**config.mk**
```make
export PLATFORM = sky130hd
export DESIGN_NAME = ram_stream_reader
export DESIGN_NICKNAME = d
export VERILOG_FILES = /design/src/rtl/ram_rd_pkg.sv /design/src/rtl/ram_rd_fifo.sv /design/src/rtl/ram_stream_reader.sv
export SDC_FILE = /design/constraint.sdc
export NUM_CORES = 1
export LEC_CHECK = 0
export CAP_MARGIN = 5
export CORE_MARGIN = 2
export CORE_UTILIZATION = 50
export DETAILED_ROUTE_END_ITERATION = 12
export PLACE_DENSITY_LB_ADDON = 0.15
export SETUP_SLACK_MARGIN = 0.02
export SLEW_MARGIN = 0
export SYNTH_ARGS = -nofsm -noshare
export SYNTH_HDL_FRONTEND = slang
export SYNTH_SLANG_ARGS = --single-unit
```
**constraint.sdc**
```tcl
create_clock -name clk -period 2.42 [get_ports clk]
set_input_delay 0.242 -clock clk [delete_from_list [all_inputs] [get_ports clk]]
set_output_delay 0.242 -clock clk [all_outputs]
set_load 0.02 [all_outputs]
```
**src/rtl/ram_rd_pkg.sv**
```systemverilog
// ram_rd_pkg: shared types and sizing for the RAM stream reader
`define RD_BEAT_T(W) struct packed { logic last; logic [(W)-1:0] data; }
package ram_rd_pkg;
  localparam int FIFO_DEPTH = 4;
  typedef enum logic [1:0] {IDLE, RUN, DRAIN, DONE} rd_state_t;
endpackage

```
**src/rtl/ram_rd_fifo.sv**
```systemverilog
// ram_rd_fifo: first-word-fall-through FIFO; DEPTH must be a power of two
module ram_rd_fifo #(
  parameter int DEPTH = 4,
  parameter int WIDTH = 9
) (
  input  logic                         clk,
  input  logic                         rst_n,
  input  logic                         push,
  input  logic                         pop,
  input  logic [WIDTH-1:0]             din,
  output logic [WIDTH-1:0]             dout,
  output logic                         full,
  output logic                         empty,
  output logic [$clog2(DEPTH+1)-1:0]   count
);
  localparam int PW = $clog2(DEPTH);
  localparam int CW = $clog2(DEPTH+1);
  logic [WIDTH-1:0] mem [DEPTH];
  logic [PW-1:0] wp, rp;
  assign dout = mem[rp];
  assign full = count == CW'(DEPTH);
  assign empty = count == '0;
  always_ff @(posedge clk or negedge rst_n)
    if (!rst_n) begin
      wp <= '0;
      rp <= '0;
      count <= '0;
      for (int i = 0; i < DEPTH; i++) mem[i] <= '0;
    end else begin
      if (push) begin
        mem[wp] <= din;
        wp <= wp + 1'b1;
      end
      if (pop) rp <= rp + 1'b1;
      count <= count + CW'(push) - CW'(pop);
    end
endmodule

```
**src/rtl/ram_stream_reader.sv**
```systemverilog
// ram_stream_reader: burst reader from a registered-read RAM onto a valid/ready stream
module ram_stream_reader import ram_rd_pkg::*; #(
  parameter int DATA_WIDTH = 8,
  parameter int ADDR_WIDTH = 8
) (
  input  logic                  clk,
  input  logic                  rst_n,
  input  logic                  start,
  input  logic [ADDR_WIDTH-1:0] base_addr,
  input  logic [ADDR_WIDTH:0]   length,
  output logic                  busy,
  output logic                  done,
  output logic [ADDR_WIDTH-1:0] ram_addr,
  output logic                  ram_we,
  input  logic [DATA_WIDTH-1:0] ram_q,
  output logic [DATA_WIDTH-1:0] m_data,
  output logic                  m_valid,
  input  logic                  m_ready,
  output logic                  m_last
);
  typedef `RD_BEAT_T(DATA_WIDTH) rd_beat_t;
  rd_state_t state, state_n;
  rd_beat_t head;
  logic [ADDR_WIDTH-1:0] addr, cur_addr;
  logic [ADDR_WIDTH:0] rem, cur_rem;
  logic [$clog2(FIFO_DEPTH+1)-1:0] count;
  logic p1, p2, p1_last, p2_last, pop, full, empty, start_ok, issue;
  assign ram_we = 1'b0;
  assign busy = state == RUN || state == DRAIN;
  assign done = state == DONE;
  assign m_valid = !empty;
  assign m_data = head.data;
  assign m_last = !empty && head.last;
  assign pop = m_valid && m_ready;
  assign start_ok = state == IDLE && start && |length;
  assign cur_addr = start_ok ? base_addr : addr;
  assign cur_rem = start_ok ? length : rem;
  // The first read goes out on the start edge itself; later ones only when a FIFO slot is reserved.
  assign issue = start_ok || (state == RUN && |rem &&
                 (4'(count) + 4'(p1) + 4'(p2)) < (4'(FIFO_DEPTH) + 4'(pop)));
  always_comb
    state_n = state == IDLE  ? (start ? (|length ? RUN : DONE) : IDLE) :
              state == RUN   ? (|rem ? RUN : DRAIN) :
              state == DRAIN ? (pop && m_last ? DONE : DRAIN) : IDLE;
  always_ff @(posedge clk or negedge rst_n)
    if (!rst_n) state <= IDLE;
    else state <= state_n;
  always_ff @(posedge clk or negedge rst_n)
    if (!rst_n) begin
      addr <= '0;
      rem <= '0;
      ram_addr <= '0;
      p1 <= 1'b0;
      p2 <= 1'b0;
      p1_last <= 1'b0;
      p2_last <= 1'b0;
    end else begin
      p1 <= issue;
      p2 <= p1;
      p2_last <= p1_last;
      if (issue) begin
        ram_addr <= cur_addr;
        addr <= cur_addr + 1'b1;
        rem <= cur_rem - 1'b1;
        p1_last <= cur_rem == (ADDR_WIDTH+1)'(1);
      end
    end
  ram_rd_fifo #(.DEPTH(FIFO_DEPTH), .WIDTH($bits(rd_beat_t))) u_fifo (
    .clk(clk),
    .rst_n(rst_n),
    .push(p2 && (!full || pop)),
    .pop(pop),
    .din({p2_last, ram_q}),
    .dout(head),
    .full(full),
    .empty(empty),
    .count(count)
  );
endmodule

```
==> results.yml, run 1 <==
outcome:
  status: "finished clean"
clock_network:
  tritoncts: "done"
  clock_latency_ns: 0.35
  cts-buffers-inserted: 9
  clock-root-buffer: "clkbuf_8"
  clockBufferDepth: 2
  cts.clk_slew.worst_paths_ns: 0.08
  htreeDepth: 3
  cts_sinks: 74
setup_path:
  start_kind: "register"
  path_class: "register to register"
  crit_path_end_kind: "register"
  cp.required_ns: 2.65
  cp.arrival_ns: 2.53
  crit_fanout: 7
  reg2reg_from: "p1$_DFF_PN0_"
  rrSetupSlack_ns: 0.13
  reg2reg_to: "rem[4]$_DFFE_PN0P_"
  reg2reg_depth: 10
synthesis:
  async_reset_ff_share_pct: 100
  synthesis.area_mm2: 0.00388
  syn_inst: 335
  yosys.cell_count.top_type: "dfrtp_1"
  yosys-top-cells-area: "dfrtp_1 48%, mux2_2 11%, mux4_2 5.2%"
  syn_nets: 380
  synthFlopType: "dfrtp_1"
  yosysSeqAreaShare_pct: 47.7
  netlist_top_cells_count: "74 x dfrtp_1, 41 x nand2_1, 38 x mux2_2"
  netlist-cell-type-count: 50
  synth_edf_count: 0
  ys_warn_count: 0
  synth_area_per_cell_um2: 11.6
  synth_area_leader_cell: "dfrtp_1"
  ys_ff_latch: 74
  synth_top_area_share_pct: 47.7
routing:
  drt-initial-drc-count: 78
  via_count: 2991
  viasPerCell: 5.50
  wl_um: 8670
  drt-pass1-iter-count: 4
  ant_nets: 0
  wl_per_cell_um: 15.9
  drc: 0
grt:
  grt_use_met2_pct: 37.1
  grt_pass1_wl_um: 14200
  top_usage_layer: "met2"
  grtUsageTotal_pct: 21.2
  antenna_found_initial: 0
  grtUsageMet3_pct: 3.78
  grt_max_degree: 31
  grt_overflow_total: 0
  use_met1_pct: 26.7
  grt_pass1_vias: 3038
timing:
  fin_hold_ws_ns: 0.383
  report.final.slew_viol_count: 0
  fin_skew_ns: 0.0150
  hold_viol_final: 0
  period_share_pct: 94.8
  slew_headroom_pct: 65.0
  setup_tns_ns: 0
  worstMarginPinSlew_ns: 0.525
  setup_viol: 0
  period_minus_slack_ns: 2.29
  rsz0062_at_grt: "false"
  max_freq_mhz: 436
finish:
  antenna_cells: 0
  regArea_mm2: 0.00185
  multi_input_comb_area_mm2: 0.00200
  layout-drive-gt1-share_pct: 31.9
  areaGrowthSynthToFinish_pct: 32.3
  fillers: 594
  nets: 482
pwr:
  power.leakage_nw: 2.25
  p_per_area_mw_per_mm2: 1370
  power.total_mw: 7.05
  vdd_drop_max_mv: 0.674
die:
  initial_utilization_pct: 51.0
  core.rowCount: 32
  coreArea_mm2: 0.00761
  pin_count: 50
  die_w_um: 92.1
  die_h_um: 92.1
  dieArea_mm2: 0.00849
min_path:
  whs_endpoint: "p2_last$_DFF_PN0_"
  hold_depth: 0
  hold_class: "register to register"
  worstHoldStart: "p1_last$_DFFE_PN0P_"
placement:
  portBuffers: 48
  gp_congestion: 0.882
  dpl.hpwl_um: 6100
job:
  drv_cap: 0
==> area by class of cell <==
class                           instances  area share (%)
Timing Repair Buffer                  102            17.8
Tap cell                              102            2.48
Sequential cell                        74            36.1
Inverter                                8           0.585
Multi-Input combinational cell        242            39.0
Clock inverter                          7            1.63
Clock buffer                            9            2.41
==> worst max-delay path by stage <==
stage	startpoint	slack, ns	cells after the start	endpoint
after floorplan	length[3]	0.05	12	addr[6]$_DFFE_PN0P_
after global placement	length[4]	-0.11	11	rem[8]$_DFFE_PN0P_
after detailed placement	length[4]	-0.26	11	rem[8]$_DFFE_PN0P_
after CTS	u_fifo.rp[0]$_DFFE_PN0P_	0.04	3	m_data[5]
after global routing	state[0]$_DFF_PN0_	0.007	11	rem[8]$_DFFE_PN0P_
final	p1$_DFF_PN0_	0.13	10	rem[4]$_DFFE_PN0P_
==> where the power goes <==
group	switching, mW	total, mW	internal, mW
Combinational	1.73	3.77	2.04
Clock	0.519	1.02	0.496
Sequential	0.425	2.26	1.84
==> logic make-up after synthesis <==
kind of cell | Yosys count | synth area share (%)
simple gates | 99 | 12.3
flops | 74 | 47.7
mux | 52 | 17.5
compound gates | 48 | 8.70
xor+xnor | 26 | 5.87
buf+inv | 19 | 2.29
fa+ha+maj | 16 | 5.54
other cells | 1 | 0.0966
==> sequential cells by signal, indices dropped and copies added, names as in the netlist <==
name,cells
addr,8
p1,1
p1_last,1
p2,1
p2_last,1
ram_addr,8
rem,9
state,2
u_fifo.count,3
u_fifo.mem,36
u_fifo.rp,2
u_fifo.wp,2
==> critical path, stage by stage (launching register included) <==
cell and delay (ns):
dfrtp_1 0.41, fa_2 0.39, ha_1 0.29, nor2_2 0.10
a21oi_2 0.07, a211oi_2 0.30, buf_4 0.19, buf_6 0.13
buf_4 0.11, a32o_1 0.15, a21oi_1 0.06
==> layer usage <==
metal  vias to the layer above  routed length [um]
li1                       1409                   -
met1                      1510                3760
met2                        57                4480
met3                        15                 283
met4                         0                 146
met5                         -                   0
==> placed cells by master (no fill, tap or decap), types with 4 or more instances in the layout <==
cell type / Yosys / routed
nand3_1: 7 / 7
o22ai_1: 4 / 4
dfrtp_1: 74 / 73
buf_4: 2 / 51
clkbuf_8: 0 / 9
inv_1: 8 / 6
ha_1: 14 / 12
dlymetal6s2s_1: 0 / 4
mux4_2: 9 / 9
nand4_1: 5 / 5
clkdlybuf4s50_1: 0 / 43
nor4_1: 6 / 5
xnor2_1: 13 / 13
a31oi_1: 8 / 7
nor2_1: 19 / 18
xor2_1: 13 / 13
mux2_2: 38 / 38
nand2_1: 41 / 39
a21oi_1: 15 / 14
nor3_1: 5 / 5
o21ai_0: 7 / 7
==> stage by stage <==
step	cells	setup WS [ns]	utilization [%]	area, um^2
final	544	0.126	67.5	5140
after global placement	513	-0.105	62.4	4740
after floorplan	335	0.0508	-	3890
after CTS	531	0.0430	65.4	4980
after detailed placement	513	-0.257	62.4	4740
after global routing	544	0.00679	67.5	5140
==> what timing repair did <==
action | 4_1_cts | 5_1_grt
endpoints found under the hold margin | 23 | 0
setup endpoints to repair | 8 | 18
gates resized for setup | 2 | 18
hold buffers | 1 | 0
gates cloned | 0 | 1
buffers inserted | 1 | 12
pin swaps | 0 | 7
No activity file was read; power rests on OpenSTA's default activity.
==> run 2: changes to the inputs <==
Settings changed: CORE_MARGIN 2 to default.
==> results.yml, run 2 (synthesized netlist as in run 1, its figures left out) <==
pwr:
  p_sw_share_pct: 38.3
  vdd_drop_max_mv: 0.788
  combPwrFrac_pct: 52.7
  p_seq_share_pct: 32.7
  power.leakage_nw: 2.19
  power.total_mw: 7.02
  p_per_area_mw_per_mm2: 1380
  power_frac_clock_pct: 14.5
  power.internal_mw: 4.33
  p_sw_mw: 2.69
timing:
  setup_tns_ns: 0
  rsz0062_at_grt: "true"
  period_minus_slack_ns: 2.35
  setup_viol: 0
  fin_hold_ws_ns: 0.389
  report.final.slew_viol_count: 0
  worstMarginPinSlew_ns: 0.600
  slew_headroom_pct: 60.0
  fin_skew_ns: 0.00865
  period_share_pct: 96.9
  hold_viol_final: 0
  max_freq_mhz: 426
placement:
  gp_congestion: 0.936
  placed_cell_area_mm2: 0.00471
  portBuffers: 48
  dpl.hpwl_um: 6240
clock_network:
  cts_sinks: 74
  clock-root-buffer: "clkbuf_8"
  cts.clk_slew.worst_paths_ns: 0.08
  cts-buffers-inserted: 9
  htreeDepth: 3
  clockBufferDepth: 2
  clock_latency_ns: 0.36
  tritoncts: "done"
setup_path:
  cp.arrival_ns: 2.62
  cp_num_buf_inv: 2
  start_kind: "register"
  rrSetupSlack_ns: 0.07
  slowest_stage: "dfrtp_1"
  crit_chain: "inv_2, ha_4, nand2_2, a31oi_4, mux2i_2, ha_2, o211ai_1, a31oi_2, buf_4, a221o_1, o21ai_0, a21oi_1"
  path_class: "register to register"
  cp.required_ns: 2.70
  crit_path_end_kind: "register"
  cp_top_family: "compound AO/OA/AOI/OAI gates"
  crit_fanout: 4
  critical_path.max_stage_delay_ns: 0.41
die:
  dieArea_mm2: 0.00812
  die_w_um: 90.1
  core.rowCount: 31
  initial_utilization_pct: 52.7
  pin_count: 50
  die_h_um: 90.1
  coreArea_mm2: 0.00737
outcome:
  status: "finished clean"
grt:
  grt_overflow_total: 0
  grt_pass1_wl_um: 14900
  grt_pass1_vias: 3074
  grt_max_degree: 28
  grtUsageTotal_pct: 23.3
  antenna_found_initial: 0
finish:
  largest_register_ffs: 36
  regArea_mm2: 0.00185
  finish.utilization_pct: 69.2
  antenna_cells: 0
  regMostFlops: "u_fifo.mem"
  multi_input_comb_area_mm2: 0.00201
  reg_top3: "u_fifo.mem x36, rem x9"
  areaGrowthSynthToFinish_pct: 31.3
  final_cell_mix: "73 x dfrtp_1, 49 x buf_4, 47 x clkdlybuf4s50_1, 38 x nand2_1, 38 x mux2_2"
  final_design_area_no_fill_mm2: 0.00510
  fillers: 552
  layout-drive-gt1-share_pct: 31.7
  nets: 479
  layout_commonest_cell: "dfrtp_1"
routing:
  drt-pass1-iter-count: 4
  drt-initial-drc-count: 158
  ant_nets: 0
  wl_per_cell_um: 16.8
  wl_um: 9010
  viasPerCell: 5.54
  drc: 0
  via_count: 2978
job:
  drv_cap: 0
min_path:
  hold_class: "register to register"
## run 2: path summary, 6_finish.rpt
check / startpoint / to / cells past startpoint
hold reg to reg: p1_last$_DFFE_PN0P_ / p2_last$_DFF_PN0_ / 0
min in group asynchronous: rst_n / u_fifo.wp[1]$_DFFE_PN0P_ / 2
setup reg to reg: state[0]$_DFF_PN0_ / rem[4]$_DFFE_PN0P_ / 12
max in group asynchronous: rst_n / u_fifo.mem[1]$_DFFE_PN0P_ / 3
hold / removal: p1_last$_DFFE_PN0P_ / p2_last$_DFF_PN0_ / 0
setup / recovery: state[0]$_DFF_PN0_ / rem[4]$_DFFE_PN0P_ / 12
## run 2: area by class of cell
class	count	area share, %
Tap cell	99	2.43
Inverter	8	0.589
Clock buffer	10	2.70
Clock inverter	6	1.45
Multi-Input combinational cell	242	39.5
Timing Repair Buffer	99	17.0
Sequential cell	74	36.4
## run 2: what timing repair did
action,in CTS,in global routing
hold buffers,1,0
setup endpoints to repair,8,14
endpoints found under the hold margin,23,0
setup buffers,3,10
gates resized for setup,5,12
pin swaps,1,4
## run 2: power by group through the flow
stage          logic (mW)  registers (mW)  clock network [mW]
2_1_floorplan        2.23            2.25                   0
3_3_place_gp         3.31            2.28                   0
3_5_place_dp         3.40            2.32                   0
4_1_cts              3.48            2.30                1.05
5_1_grt              4.02            2.38                1.09
6_report             3.70            2.30                1.02
## run 2: per-layer routing
metal,share of wire (%),vias up,global-route usage [%]
li1,-,1408,-
met2,52,74,40.0
met5,0,-,0
met3,4.2,11,5.67
met1,42,1485,29.4
met4,1.1,0,6.45
## run 2: through the flow
step,setup WS [ns],cells
after floorplan,0.0508,335
after global placement,-0.107,508
after detailed placement,-0.215,508
after CTS,0.0207,528
after global routing,-0.0232,538
final,0.0749,538
## run 2: worst reg2reg max path, cell delays in order (launching register included)
cell	delay [ns]
dfrtp_1	0.41
inv_2	0.09
ha_4	0.14
nand2_2	0.08
a31oi_4	0.22
mux2i_2	0.30
ha_2	0.25
o211ai_1	0.11
a31oi_2	0.23
buf_4	0.16
a221o_1	0.09
o21ai_0	0.07
a21oi_1	0.13
==> edit 1 (settings of run 1) <==
Encoding of `rd_state_t`: now one-hot (4 bits for 4 states).
--- a/src/rtl/ram_rd_pkg.sv
+++ b/src/rtl/ram_rd_pkg.sv
@@ -2,6 +2,6 @@
 `define RD_BEAT_T(W) struct packed { logic last; logic [(W)-1:0] data; }
 package ram_rd_pkg;
   localparam int FIFO_DEPTH = 4;
-  typedef enum logic [1:0] {IDLE, RUN, DRAIN, DONE} rd_state_t;
+  typedef enum logic [3:0] {IDLE = 4'b0001, RUN = 4'b0010, DRAIN = 4'b0100, DONE = 4'b1000} rd_state_t;
 endpackage
 
Check against the original RTL: same outputs for any inputs over 10 cycles, from zero or initial values and one cycle with rst_n low; not proved beyond that.
==> edit 1 against run 1 <==
- total power shrank 5.8%
- routed wire length shrank 6.3%
- synthesized area grew 2.4%
- final area grew 0.29%
- sequential power grew 2%
- final cell count shrank 3.1%
- worst setup slack lost 0.069 ns
- sequential cell count grew 2
- critical path type unchanged
==> edit 1: results (changes against run 1) <==
status completed; Via Count 2,851 (-4.7%); pin count of the biggest net entering global routing 77 (+150%); drt pass-1 iters 4 (unchanged); gr usage total 0.202 (-0.0101); clk slew on worst S/H paths 0.08 ns (about the same); CP endpoint rem[8]; initial drt markers 82 (+5.1%); r2r startpoint p2; crit path time final 2.36 ns (+0.0688 ns); R2R depth 9 (-1); later-pin clock latency in the skew report between 0.3 and 0.4 ns; first-pass GRT wire length 13.7 mm (-3.8%); CTS Buf Count 9 (unchanged); Via density 5.41 (-1.6%); port bufs 48 (unchanged); Max VDD drop 0.000652 V (-3.3%); Arrival @ worst endpoint 2.60 ns (+0.07 ns); Nets 462 (-4.1%); post-DP HPWL 5.94 mm (-2.7%); top cells by area, synth dfrtp_1, mux2_2, mux4_2; HP Class in2async; top cells by count, synth dfrtp_1, mux2_2, nand2_1, xor2_1, nor2_1; cell count after synthesis 330 (-1.5%); Worst R2R Setup Slack 0.06 ns (-0.07 ns); Seq/Total Area, Yosys 0.479 (+0.00195); CTS H-tree lvls 3 (unchanged); diode count 0 (unchanged); post-CTS setup buffer count 0 (-1); initial antenna violation count 0 (unchanged); GP Congestion 0.833 (-5.5%); clock buffer depth 2 (unchanged); drt drc 0 (unchanged); Setup WS pre-CTS -0.322 ns (-0.0652 ns); YS warnings 0 (unchanged); Max Slew Vio Count 0 (unchanged); WL final 8.12 mm (-6.3%); share of cells above drive strength 1 0.313 (-0.00606); leakage power total 0.00219 µW (-2.5%); clk root buf clkbuf_8; Synth cell types 56 (+12%); Inst Count DP 511 (-0.39%); top flop regs u_fifo.mem (36), rem (9); worst-margin pin slew 0.943 ns (+0.418 ns); Synth Flop Type dfrtp_1; maximum fanout along the worst path 7 (unchanged); switching pwr 2400 µW (-10%); kind of critical path reg2reg; clk_skew 0.0134 ns (-0.00163 ns); Net Count, Synth 372 (-2.1%); FFs w/ async S/R, synth 1.00 (unchanged)
-- edit 1: cell types whose count changed in the layout (fill, tap and decap cells not counted), moves of 4 or more --
| cell | delta |
|---|---|
| nor4_1 | -5 |
| a31oi_1 | -7 |
| nand4_1 | -4 |
| a21oi_1 | -4 |
| o21ai_0 | +5 |
| nand2_1 | -9 |
| xnor2_1 | -6 |
| mux2i_1 | +8 |
| xor2_1 | +4 |
| dlymetal6s2s_1 | -4 |
| buf_4 | -10 |
-- edit 1: critical path: stages (launching register included) --
cell      delay [ns]
dfrtp_1         0.41
fa_2            0.43
ha_4            0.22
nor2_2          0.08
a21oi_2         0.07
a211oi_4        0.27
buf_4           0.21
nor2_8          0.04
buf_4           0.16
a221o_1         0.34
-- edit 1: cell families after synthesis --
kind of cell	after synthesis	share of synthesized area
xor+xnor	25	0.0551
mux	60	0.192
simple gates	90	0.125
other cells	1	0.000944
compound gates	46	0.0825
flops	76	0.479
fa+ha+maj	13	0.0447
buf+inv	19	0.0214
-- edit 1: per-layer routing --
metal	wire length [µm]	part of all wire	track usage
met5	0	0	0
met3	357	0.044	0.0338
met4	209	0.026	0.0858
met2	3920	0.48	0.333
met1	3630	0.45	0.266
-- edit 1: power groups by stage --
stage | registers, µW | clock network (µW) | logic (µW)
after floorplan | 2280 | 0 | 2040
after global placement | 2300 | 0 | 3080
after detailed placement | 2330 | 0 | 3160
after CTS | 2310 | 1220 | 3160
after global routing | 2390 | 1270 | 3430
final | 2310 | 1200 | 3140
-- edit 1: what timing repair did --
action | in CTS | in global routing
gates resized for setup | 1 | 8
pin swaps | 1 | 3
setup endpoints to repair | 2 | 16
-- edit 1: how the worst min path moves through the flow --
stage / startpoint / endpoint / slack (ns)
after global routing: rst_n / u_fifo.mem[31] / 0.13
final: rst_n / u_fifo.mem[31] / 0.03
after detailed placement: p1_last / p2_last / 0.40
after global placement: p1_last / p2_last / 0.39
after CTS: rst_n / u_fifo.mem[31] / 0.08
after floorplan: rst_n / addr[0] / -0.05
-- edit 1: per-stage QoR --
step	area (µm²)	TNS [ns]
2_1_floorplan	4030	-0.104
3_3_place_gp	4880	-1.54
3_5_place_dp	4880	-2.02
4_1_cts	5120	0
5_1_grt	5150	-0.152
6_report	5150	0
-- edit 1: final cells by class --
cell class                 count  area [µm²]
clock buffer                   9         124
clock inverter                 7         121
fill                         586        2570
inverter                      10        40.0
multi-input combinational    235        2060
sequential                    76        1900
tap                          102         128
timing repair buffer          88         777
==> edit 2 (config.mk and constraints of run 1) <==
Made on the original files. Change the parameter `DATA_WIDTH` from 8 to 9.
--- a/src/rtl/ram_stream_reader.sv
+++ b/src/rtl/ram_stream_reader.sv
@@ -1,6 +1,6 @@
 // ram_stream_reader: burst reader from a registered-read RAM onto a valid/ready stream
 module ram_stream_reader import ram_rd_pkg::*; #(
-  parameter int DATA_WIDTH = 8,
+  parameter int DATA_WIDTH = 9,
   parameter int ADDR_WIDTH = 8
 ) (
   input  logic                  clk,
Interface: changed (resized m_data and ram_q); port bits go from 50 to 52. No check against the original RTL was run, so the function may have changed too.
==> edit 2 against run 1 <==
- worst setup slack got worse by 0.055 ns
- worst hold slack improved by 0.0074 ns
- sequential share of layout area increased by 1.6 points
- synthesized area increased by 4.9%
- maximum frequency decreased by 2.4%
- final area increased by 0.73%
- total power increased by 7.5%
- routed wire length decreased by 3.4%
- via count decreased by 4.3%
- sequential cell count increased by 4
- clock power decreased by 11%
- critical endpoint is now rem[2]
==> edit 2: results (changes against run 1) <==
status completed; post-placement cell area 4910 µm² (+3.6%); first-pass GRT wire length 14.6 mm (+2.7%); WL final 8.37 mm (-3.4%); leakage power total 0.00218 µW (-3.1%); Int Pwr 4640 µW (+6.2%); Seq/Total Area, Yosys 0.479 (+0.00245); pin count of the biggest net entering global routing 45 (+45%); maximum fanout along the worst path 10 (+3); mux share of post-synthesis cell area 0.185 (+0.00938); Arrival @ worst endpoint 2.59 ns (+0.06 ns); share of cells above drive strength 1 0.307 (-0.0120); R2R depth 6 (-4); cell count after synthesis 337 (+0.60%); CTS H-tree lvls 3 (unchanged); gr usage total 0.211 (-0.000945); vias in the first global route 3,031 (-0.23%); post-DP HPWL 6.17 mm (+1.0%); Min-Delay Path Depth 0 (unchanged); reg2reg end rem[2]; Max-slew headroom 0.619 (-0.0314); post-synthesis adder-cell area fraction 0.0498 (-0.00565); clk_skew 0.00817 ns (-0.00683 ns); Net Count, Synth 382 (+0.53%); Nets 470 (-2.5%); Worst R2R Setup Slack 0.07 ns (-0.06 ns); port bufs 50 (+4.2%); Setup WS pre-CTS -0.236 ns (+0.0208 ns); top cells by area, synth dfrtp_1, mux2_2, mux4_2; HP Class reg2reg; initial drt markers 80 (+2.6%); post-synthesis compound-gate area fraction 0.0950 (+0.00795); Via density 5.38 (-2.2%); Avg WL per Cell 15.7 µm (-1.2%); Inst Count DP 511 (-0.39%); GP Congestion 0.814 (-7.7%); top cells by count, synth dfrtp_1, nand2_1, mux2_2, nor2_1; fillers 614 (+3.4%); Synth cell types 54 (+8.0%); top flop regs u_fifo.mem (40), rem (9); clk slew on worst S/H paths around 0.09 ns; Fin Hold WS 0.391 ns (+0.00743 ns)
[edit 2: cell count changes in the layout (fill, tap and decap cells not counted), sizes merged, moves of 5 or more]
cell / before / now
a21oi: 15 / 9
nand2: 41 / 46
clkdlybuf4s50: 43 / 49
nor4: 7 / 2
mux2: 38 / 44
o21ai: 7 / 12
buf: 53 / 40
[edit 2: critical path, cell delays in order (launching register included)]
cell,delay (ns)
dfrtp_1,0.42
fa_2,0.43
ha_4,0.22
o31a_1,0.33
a211o_4,0.36
o31a_1,0.25
o31a_1,0.23
[edit 2: power by group through the flow]
stage	Combinational (µW)	Sequential (µW)	Clock [µW]
floorplan	2670	2430	0
global placement	3950	2450	0
detailed placement	4060	2490	0
CTS	4180	2470	929
global route	4590	2560	994
finish	4190	2470	912
[edit 2: metal layers]
layer	up-vias	routed length [µm]	GRT usage
li1	1384	-	-
met1	1400	3780	0.278
met2	67	4140	0.353
met3	11	341	0.0498
met4	0	102	0.0556
met5	-	0	0
[edit 2: what timing repair did]
item | 4_1_cts | 5_1_grt
hold endpoints to repair | 42 | 0
pin swaps | 0 | 1
hold buffers | 1 | 0
resized for setup | 3 | 6
buffers inserted | 3 | 1
endpoints found under the setup margin | 6 | 14
cloned | 0 | 0
[edit 2: final cells by class]
| cell class | count | share of cell area |
|---|---|---|
| inverters | 7 | 0.00604 |
| multi-input cells | 239 | 0.399 |
| clock buffers | 9 | 0.0239 |
| well taps | 102 | 0.0247 |
| flip-flops and latches | 78 | 0.377 |
| clock inverters | 7 | 0.0111 |
| repair buffers | 90 | 0.158 |
[edit 2: how the worst max path moves through the flow]
stage                              to  cells past startpoint      start  slack (ns)
final                          rem[2]                      6         p2        0.07
after global routing          addr[3]                      6         p2       -0.04
after CTS                 ram_addr[1]                      8         p2        0.02
after floorplan               addr[4]                      8         p2        0.06
after global placement        addr[4]                     10  length[5]       -0.13
after detailed placement      addr[4]                     10  length[5]       -0.24
[edit 2: cells by family (layout without fill, tap and decap cells)]
logic type / count (synthesis) / in the layout
and+or+nand+nor: 97 / 97
DFF: 78 / 78
muxes: 56 / 56
AOI/OAI and AO/OA: 48 / 48
xor gates and xnor gates: 22 / 22
buffers and inverters: 20 / 113
adders and majority gates: 15 / 15
other: 1 / 1
[edit 2: per-stage QoR]
step	util	setup TNS, ns
final	0.663	0
after global placement	0.629	-0.525
after global routing	0.663	-0.0497
after floorplan	-	0
after CTS	0.659	0
after detailed placement	0.629	-0.958
